File: src/rtl/mc_ctrl_unit.sv
// mc_ctrl_unit: multi-cycle MIPS control FSM (IF/ID/EX/MEM/WB) with
// MIO_ready wait-states, precise exceptions (illegal op, overflow) and jalr.
// Optional bus timeout on memory wait-states: define MCTRL_TIMEOUT_EN.
module mc_ctrl_unit #(
  parameter int STATE_W  = 5,
  parameter int OVF_TRAP = 1,
  parameter int WAIT_MAX = 15
)(
  input  logic               clk,
  input  logic               reset_n,
  input  logic [31:0]        Inst_in,
  input  logic               zero,
  input  logic               overflow,
  input  logic               MIO_ready,
  output logic [STATE_W-1:0] state_out,
  output logic               MemRead,
  output logic               MemWrite,
  output logic               IorD,
  output logic               IRWrite,
  output logic               CPU_MIO,
  output logic               RegWrite,
  output logic [1:0]         RegDst,
  output logic [1:0]         MemtoReg,
  output logic               ALUSrcA,
  output logic [1:0]         ALUSrcB,
  output logic [2:0]         ALU_operation,
  output logic [1:0]         PCSource,
  output logic               PCWrite,
  output logic               PCWriteCond,
  output logic               Branch,
  output logic               unsign,
  output logic               ExcWrite,
  output logic [1:0]         exc_cause
);
  typedef enum logic [4:0] {
    S_IF = 5'd0, S_ID = 5'd1, S_MEM_EX = 5'd2, S_MEM_RD = 5'd3, S_LW_WB = 5'd4,
    S_MEM_W = 5'd5, S_R_EX = 5'd6, S_R_WB = 5'd7, S_BEQ = 5'd8, S_J = 5'd9,
    S_I_EX = 5'd10, S_I_WB = 5'd11, S_LUI_WB = 5'd12, S_BNE = 5'd13, S_JR = 5'd14,
    S_JAL = 5'd15, S_EXC = 5'd16, S_JALR = 5'd17
  } state_t;

  localparam logic [2:0] A_AND = 3'b000, A_OR = 3'b001, A_ADD = 3'b010, A_XOR = 3'b011,
                         A_NOR = 3'b100, A_SRL = 3'b101, A_SUB = 3'b110, A_SLT = 3'b111;
  localparam logic [5:0] OP_R = 6'h00, OP_J = 6'h02, OP_JAL = 6'h03, OP_BEQ = 6'h04,
                         OP_BNE = 6'h05, OP_ADDI = 6'h08, OP_SLTI = 6'h0A, OP_SLTIU = 6'h0B,
                         OP_ANDI = 6'h0C, OP_ORI = 6'h0D, OP_XORI = 6'h0E, OP_LUI = 6'h0F,
                         OP_LW = 6'h23, OP_SW = 6'h2B;
  localparam logic [5:0] F_SLL = 6'h00, F_SRL = 6'h02, F_JR = 6'h08, F_JALR = 6'h09,
                         F_ADD = 6'h20, F_SUB = 6'h22, F_SLTU = 6'h2B;

  state_t     state_q, state_d;
  logic [1:0] cause_q, cause_d;
  logic       run_q;     // low until the first edge after reset release
  logic [5:0] opcode, funct;
  logic       unused_bits;

  assign opcode      = Inst_in[31:26];
  assign funct       = Inst_in[5:0];
  assign unused_bits = ^{Inst_in[25:6], zero};  // rs/rt/rd/imm and zero are datapath-only
  assign state_out   = STATE_W'(state_q);

  // R-type funct -> ALU op; sll and srl share SRL, datapath tells them apart by funct[1]
  function automatic logic [2:0] r_alu(input logic [5:0] f);
    case (f)
      6'h20, 6'h21: r_alu = A_ADD;
      6'h22, 6'h23: r_alu = A_SUB;
      6'h24:        r_alu = A_AND;
      6'h25:        r_alu = A_OR;
      6'h26:        r_alu = A_XOR;
      6'h27:        r_alu = A_NOR;
      6'h2A, 6'h2B: r_alu = A_SLT;
      F_SLL, F_SRL: r_alu = A_SRL;
      default:      r_alu = A_ADD;
    endcase
  endfunction

  function automatic logic r_known(input logic [5:0] f);
    case (f)
      6'h20, 6'h21, 6'h22, 6'h23, 6'h24, 6'h25, 6'h26, 6'h27,
      6'h2A, 6'h2B, F_SLL, F_SRL: r_known = 1'b1;
      default:                    r_known = 1'b0;
    endcase
  endfunction

`ifdef MCTRL_TIMEOUT_EN
  localparam int WCNT_W = $clog2(WAIT_MAX + 1);
  logic [WCNT_W-1:0] wait_q, wait_d;
  logic              mem_hold;
  assign mem_hold = (state_q == S_IF || state_q == S_MEM_RD || state_q == S_MEM_W) && !MIO_ready;
`endif

  // State, latched cause, run flag (and wait counter) registers
  always_ff @(posedge clk or negedge reset_n) begin
    if (!reset_n) begin
      state_q <= S_IF;
      cause_q <= 2'b00;
      run_q   <= 1'b0;
`ifdef MCTRL_TIMEOUT_EN
      wait_q  <= '0;
`endif
    end else begin
      state_q <= state_d;
      cause_q <= cause_d;
      run_q   <= 1'b1;
`ifdef MCTRL_TIMEOUT_EN
      wait_q  <= wait_d;
`endif
    end
  end

  // Next-state and exception cause capture
  always_comb begin
    state_d = state_q;
    cause_d = cause_q;
    case (state_q)
      S_IF:     if (run_q && MIO_ready) state_d = S_ID;
      S_ID: begin
        case (opcode)
          OP_R: begin
            if (funct == F_JR)        state_d = S_JR;
            else if (funct == F_JALR) state_d = S_JALR;
            else if (r_known(funct))  state_d = S_R_EX;
            else begin state_d = S_EXC; cause_d = 2'b01; end
          end
          OP_ADDI, OP_SLTI, OP_SLTIU, OP_ANDI, OP_ORI, OP_XORI: state_d = S_I_EX;
          OP_LUI:        state_d = S_LUI_WB;
          OP_LW, OP_SW:  state_d = S_MEM_EX;
          OP_BEQ:        state_d = S_BEQ;
          OP_BNE:        state_d = S_BNE;
          OP_J:          state_d = S_J;
          OP_JAL:        state_d = S_JAL;
          default: begin state_d = S_EXC; cause_d = 2'b01; end
        endcase
      end
      S_MEM_EX: state_d = (opcode == OP_SW) ? S_MEM_W : S_MEM_RD;
      S_MEM_RD: if (MIO_ready) state_d = S_LW_WB;
      S_MEM_W:  if (MIO_ready) state_d = S_IF;
      S_R_EX: begin
        if (OVF_TRAP != 0 && overflow && (funct == F_ADD || funct == F_SUB)) begin
          state_d = S_EXC; cause_d = 2'b10;
        end else state_d = S_R_WB;
      end
      S_I_EX: begin
        if (OVF_TRAP != 0 && overflow && opcode == OP_ADDI) begin
          state_d = S_EXC; cause_d = 2'b10;
        end else state_d = S_I_WB;
      end
      default:  state_d = S_IF;  // all single-cycle WB/branch/jump/EXC states
    endcase
`ifdef MCTRL_TIMEOUT_EN
    if (mem_hold && wait_q == WCNT_W'(WAIT_MAX - 1)) begin
      state_d = S_EXC; cause_d = 2'b11;
    end
`endif
    if (state_d == S_IF) cause_d = 2'b00;
  end

`ifdef MCTRL_TIMEOUT_EN
  // Wait counter: counts held cycles, clears whenever the state moves
  always_comb begin
    wait_d = wait_q;
    if (state_d != state_q) wait_d = '0;
    else if (mem_hold)      wait_d = wait_q + 1'b1;
  end
`endif

  // Moore-style output decode of state and IR
  always_comb begin
    MemRead = 1'b0; MemWrite = 1'b0; IorD = 1'b0; IRWrite = 1'b0; CPU_MIO = 1'b0;
    RegWrite = 1'b0; RegDst = 2'b00; MemtoReg = 2'b00; ALUSrcA = 1'b0; ALUSrcB = 2'b00;
    ALU_operation = A_AND; PCSource = 2'b00; PCWrite = 1'b0; PCWriteCond = 1'b0;
    Branch = 1'b0; unsign = 1'b0; ExcWrite = 1'b0; exc_cause = 2'b00;
    case (state_q)
      S_IF: begin
        MemRead = 1'b1; CPU_MIO = 1'b1; ALUSrcB = 2'b01; ALU_operation = A_ADD;
        IRWrite = run_q && MIO_ready;
        PCWrite = run_q && MIO_ready;
      end
      S_ID:     begin ALUSrcB = 2'b11; ALU_operation = A_ADD; end
      S_MEM_EX: begin ALUSrcA = 1'b1; ALUSrcB = 2'b10; ALU_operation = A_ADD; end
      S_MEM_RD: begin MemRead = 1'b1; IorD = 1'b1; CPU_MIO = 1'b1; end
      S_LW_WB:  begin RegWrite = 1'b1; MemtoReg = 2'b01; end
      S_MEM_W:  begin MemWrite = 1'b1; IorD = 1'b1; CPU_MIO = 1'b1; end
      S_R_EX: begin
        ALUSrcA = 1'b1; ALU_operation = r_alu(funct);
        unsign  = (funct == F_SLTU);
      end
      S_R_WB:   begin RegWrite = 1'b1; RegDst = 2'b01; end
      S_I_EX: begin
        ALUSrcA = 1'b1; ALUSrcB = 2'b10;
        case (opcode)
          OP_SLTI:  ALU_operation = A_SLT;
          OP_SLTIU: begin ALU_operation = A_SLT; unsign = 1'b1; end
          OP_ANDI:  begin ALU_operation = A_AND; unsign = 1'b1; end
          OP_ORI:   begin ALU_operation = A_OR;  unsign = 1'b1; end
          OP_XORI:  begin ALU_operation = A_XOR; unsign = 1'b1; end
          default:  ALU_operation = A_ADD;
        endcase
      end
      S_I_WB:   RegWrite = 1'b1;
      S_LUI_WB: begin RegWrite = 1'b1; MemtoReg = 2'b11; end
      S_BEQ, S_BNE: begin
        ALUSrcA = 1'b1; ALU_operation = A_SUB; PCWriteCond = 1'b1; PCSource = 2'b01;
        Branch  = (state_q == S_BEQ);
      end
      S_J:      begin PCWrite = 1'b1; PCSource = 2'b10; end
      S_JAL: begin
        PCWrite = 1'b1; PCSource = 2'b10; RegWrite = 1'b1; RegDst = 2'b10; MemtoReg = 2'b10;
      end
      S_JR:     begin PCWrite = 1'b1; PCSource = 2'b01; ALUSrcA = 1'b1; ALU_operation = A_OR; end
      S_JALR: begin
        PCWrite = 1'b1; PCSource = 2'b01; ALUSrcA = 1'b1; ALU_operation = A_OR;
        RegWrite = 1'b1; RegDst = 2'b01; MemtoReg = 2'b10;
      end
      S_EXC:    begin ExcWrite = 1'b1; PCWrite = 1'b1; PCSource = 2'b11; exc_cause = cause_q; end
      default:  ;
    endcase
  end
endmodule

File: config.mk
export PLATFORM = sky130hd
export DESIGN_NAME = mc_ctrl_unit
export DESIGN_NICKNAME = d
export VERILOG_FILES = /design/src/rtl/mc_ctrl_unit.sv
export SDC_FILE = /design/constraint.sdc
export NUM_CORES = 1
export LEC_CHECK = 0
export CAP_MARGIN = 20
export CORE_UTILIZATION = 45
export DETAILED_ROUTE_END_ITERATION = 6
export MAX_ROUTING_LAYER = met4
export PLACE_DENSITY_LB_ADDON = 0.2
export SLEW_MARGIN = 20
export SYNTH_ARGS = -nofsm -noshare
export SYNTH_HDL_FRONTEND = slang
export SYNTH_SLANG_ARGS = --single-unit
export TNS_END_PERCENT = 10
File: constraint.sdc
create_clock -name clk -period 4.3 [get_ports clk]
set_input_delay 0.86 -clock clk [delete_from_list [all_inputs] [get_ports clk]]
set_output_delay 0.86 -clock clk [all_outputs]
set_load 0.02 [all_outputs]
==> out/summary.txt <==
Status: finished, final reports clean
Initial antenna violation count: 0
Vias in the first global route: 1392
Seq cells post-synth: 8
Critical Path Slowest Stage Cell: clkdlybuf4s50_1
GR Overflow Total: 0
WP data required: 3.44 ns
M1 wire length: 1900 µm
Nets: 281
Setup tns final: 0 ns
Met2 WL: 1720 µm
Min cycle time layout: 4.06 ns
Worst hold path type: reg2reg
Share of layout cells above drive strength 1: 7.02%
Syn Area/Cell: 6.88 µm²
Leak: 0.688 nW
Final Setup Violations: 0
Crit path max-delay family: simple AND/OR/NAND/NOR gates
Max VDD drop: 0.268 mV
Synth unique cells: 54
Most used cell along the critical path: clkdlybuf4s50_1
Final period util: 94.5%
Latest clock arrival within the worst-skew pair: 0.25 ns
Setup ws final: 0.238 ns
Ys flop type: dfrtp_1
Largest net degree at the start of global routing: 30
Max Cap Viol: 0
Full die area: 3380 µm²
Worst slew margin: 59.1%
WL met3: 140 µm
Via count: 1638
Register area share after synthesis: 14.1%
Final Total Pwr: 0.000349 W
Max Clock Skew: 0.00335 ns
Post-DP Area: 1840 µm²
Syn nets: 243
Max clock buf depth: 2
CP Launch Type: input port
Post-route antenna net violation count: 0
CTS tree: done
WS Path Type: in2out
CP cell instances: clkdlybuf4s50_1 > nor2_1 > nand2_1 > or4b_1 > nor3b_1 > or3_1 > clkdlybuf4s50_1
Final-report hold violation count: 0
Syn. warnings: 0
Die W: 58.1 µm
Post-layout util: 64.6%
I/O Buffers: 45
Final instance area: 1860 µm²
Layout area overhead: 31.3%
Clock Pin Slew Worst Setup and Hold Paths: 0.05 ns
Ys async rst share: 100%
Crit Path Max Fanout: 6
DRT iter0 DRCs: 83
Hold_buf cts: 0
GRT Resource Usage Total: 24.9%
Pwr Density: 188 nW/µm²
CP Buf/Inv Count: 2
DRC: 0
CTS Buf Count: 3
Crit. End Element: primary output
Diode count: 0
CTS Root Cell: clkbuf_4
Initial core utilization: 49.2%
Routed Wire Length: 3770 µm
Clock sink count: 8
Worst stage delay on the critical path: 0.59 ns
Gpl congestion: 0.903
First-pass GRT wire length: 6440 µm
Die Y-Extent: 58.1 µm
Post-CTS sizing: 0
Htree depth: 1
Floorplan row count: 19
Post-DP HPWL: 2900 µm
Post-synth design cell area: 1420 µm²
Ports: 67
Top layer in use: met4
Peak Freq: 246 MHz
Core box area: 2880 µm²
Worst-margin pin slew: 0.613 ns
RSZ-0062 raised after global routing: no
Final Max Slew Viols: 0
Place WS: 0.282 ns
Post-synth EDFFs: 0
Post-CTS Setup Inserts: 0
Synth Instances: 206
Via-per-instance ratio: 5.77
Drt wl/cell: 13.3 µm
Drt pass-1 iters: 4
WP data arrival: 3.20 ns
-- Yosys cell counts, types with 2 or more instances --
master,count,share of area [%]
a21o_1,3,1.6
a21oi_1,14,4.9
a31oi_1,7,3.1
and2_1,2,0.88
and3_1,3,1.3
buf_1,3,0.79
buf_2,4,1.4
buf_6,2,1.6
clkbuf_1,5,1.3
clkbuf_8,4,3.9
dfrtp_1,8,14
inv_1,9,2.4
nand2_1,12,3.2
nand2b_1,12,5.3
nand3b_1,2,1.1
nand4_1,4,1.8
nor2_1,22,5.8
nor2b_1,4,1.8
nor3_1,15,5.3
nor3b_1,4,2.1
nor4_1,5,2.2
o211ai_1,2,1.1
o21a_1,3,1.6
o21ai_0,9,3.2
o22a_1,2,1.2
o22ai_1,5,2.2
o31ai_1,3,1.6
or2_2,3,1.3
or3_1,5,2.2
or4b_1,3,2.1
xnor2_1,4,2.5
-- flip-flops by register name, summed over array words and instances, names as in the netlist --
name       count
cause_q        2
run_q          1
state_out      5
-- power by group --
group          switching, W  internal (W)
clock network     0.0000241     0.0000318
logic              0.000111     0.0000950
registers        0.00000689     0.0000798
total              0.000142      0.000207
-- cell families (layout without fill, tap and decap cells) --
family	Yosys count	after routing	synth area share, %
simple gates	104	104	41.5
compound gates	61	61	29.6
buf+inv	27	63	11.4
flops	8	8	14.1
xor+xnor	5	5	3.09
other cells	1	1	0.265
-- worst paths after layout --
kind | start | endpoint | slack, ns | cells after the start
setup / recovery | Inst_in[31] | ALU_operation[2] | 0.24 | 7
hold / removal | cause_q[1] | cause_q[1] | 0.51 | 2
setup reg to reg | state_out[2] | cause_q[1] | 2.15 | 5
hold reg to reg | cause_q[1] | cause_q[1] | 0.51 | 2
max in group asynchronous | reset_n | cause_q[0] | 3.17 | 1
min in group asynchronous | reset_n | state_out[1] | 0.87 | 1
-- layout by cell type (no fill, tap or decap), types with 7 or more instances in the layout --
cell type	synthesis	final
nand2b_1	12	12
inv_1	9	9
a31oi_1	7	7
nor2_1	22	22
nand2_1	12	12
dfrtp_1	8	8
a21oi_1	14	14
nor3_1	15	15
clkdlybuf4s50_1	0	45
o21ai_0	9	9
-- tightest hold or removal path: stages (launching register included) --
cell	delay [ns]
dfrtp_1	0.36
inv_1	0.05
a2bb2oi_1	0.05
-- stage by stage --
step | hold WS [ns] | std cells
detailed placement | 0.505 | 281
global route | 0.535 | 284
finish | 0.509 | 284
global placement | 0.508 | 281
floorplan | 0.484 | 206
CTS | 0.513 | 284
-- cell type report --
cell class / count / area [µm²]
Clock buffer: 3 / 22.5
Sequential cell: 8 / 200
Inverter: 9 / 33.8
Tap cell: 42 / 52.6
Multi-Input combinational cell: 171 / 1050
Fill cell: 267 / 1020
Timing Repair Buffer: 51 / 495
-- routing by layer --
layer	vias up	global-route usage, %
met4	0	4.08
met2	47	37.4
met3	2	3.35
li1	836	-
met1	753	36.2
met5	-	-
Note: power is estimated with default switching activity, not from simulation.
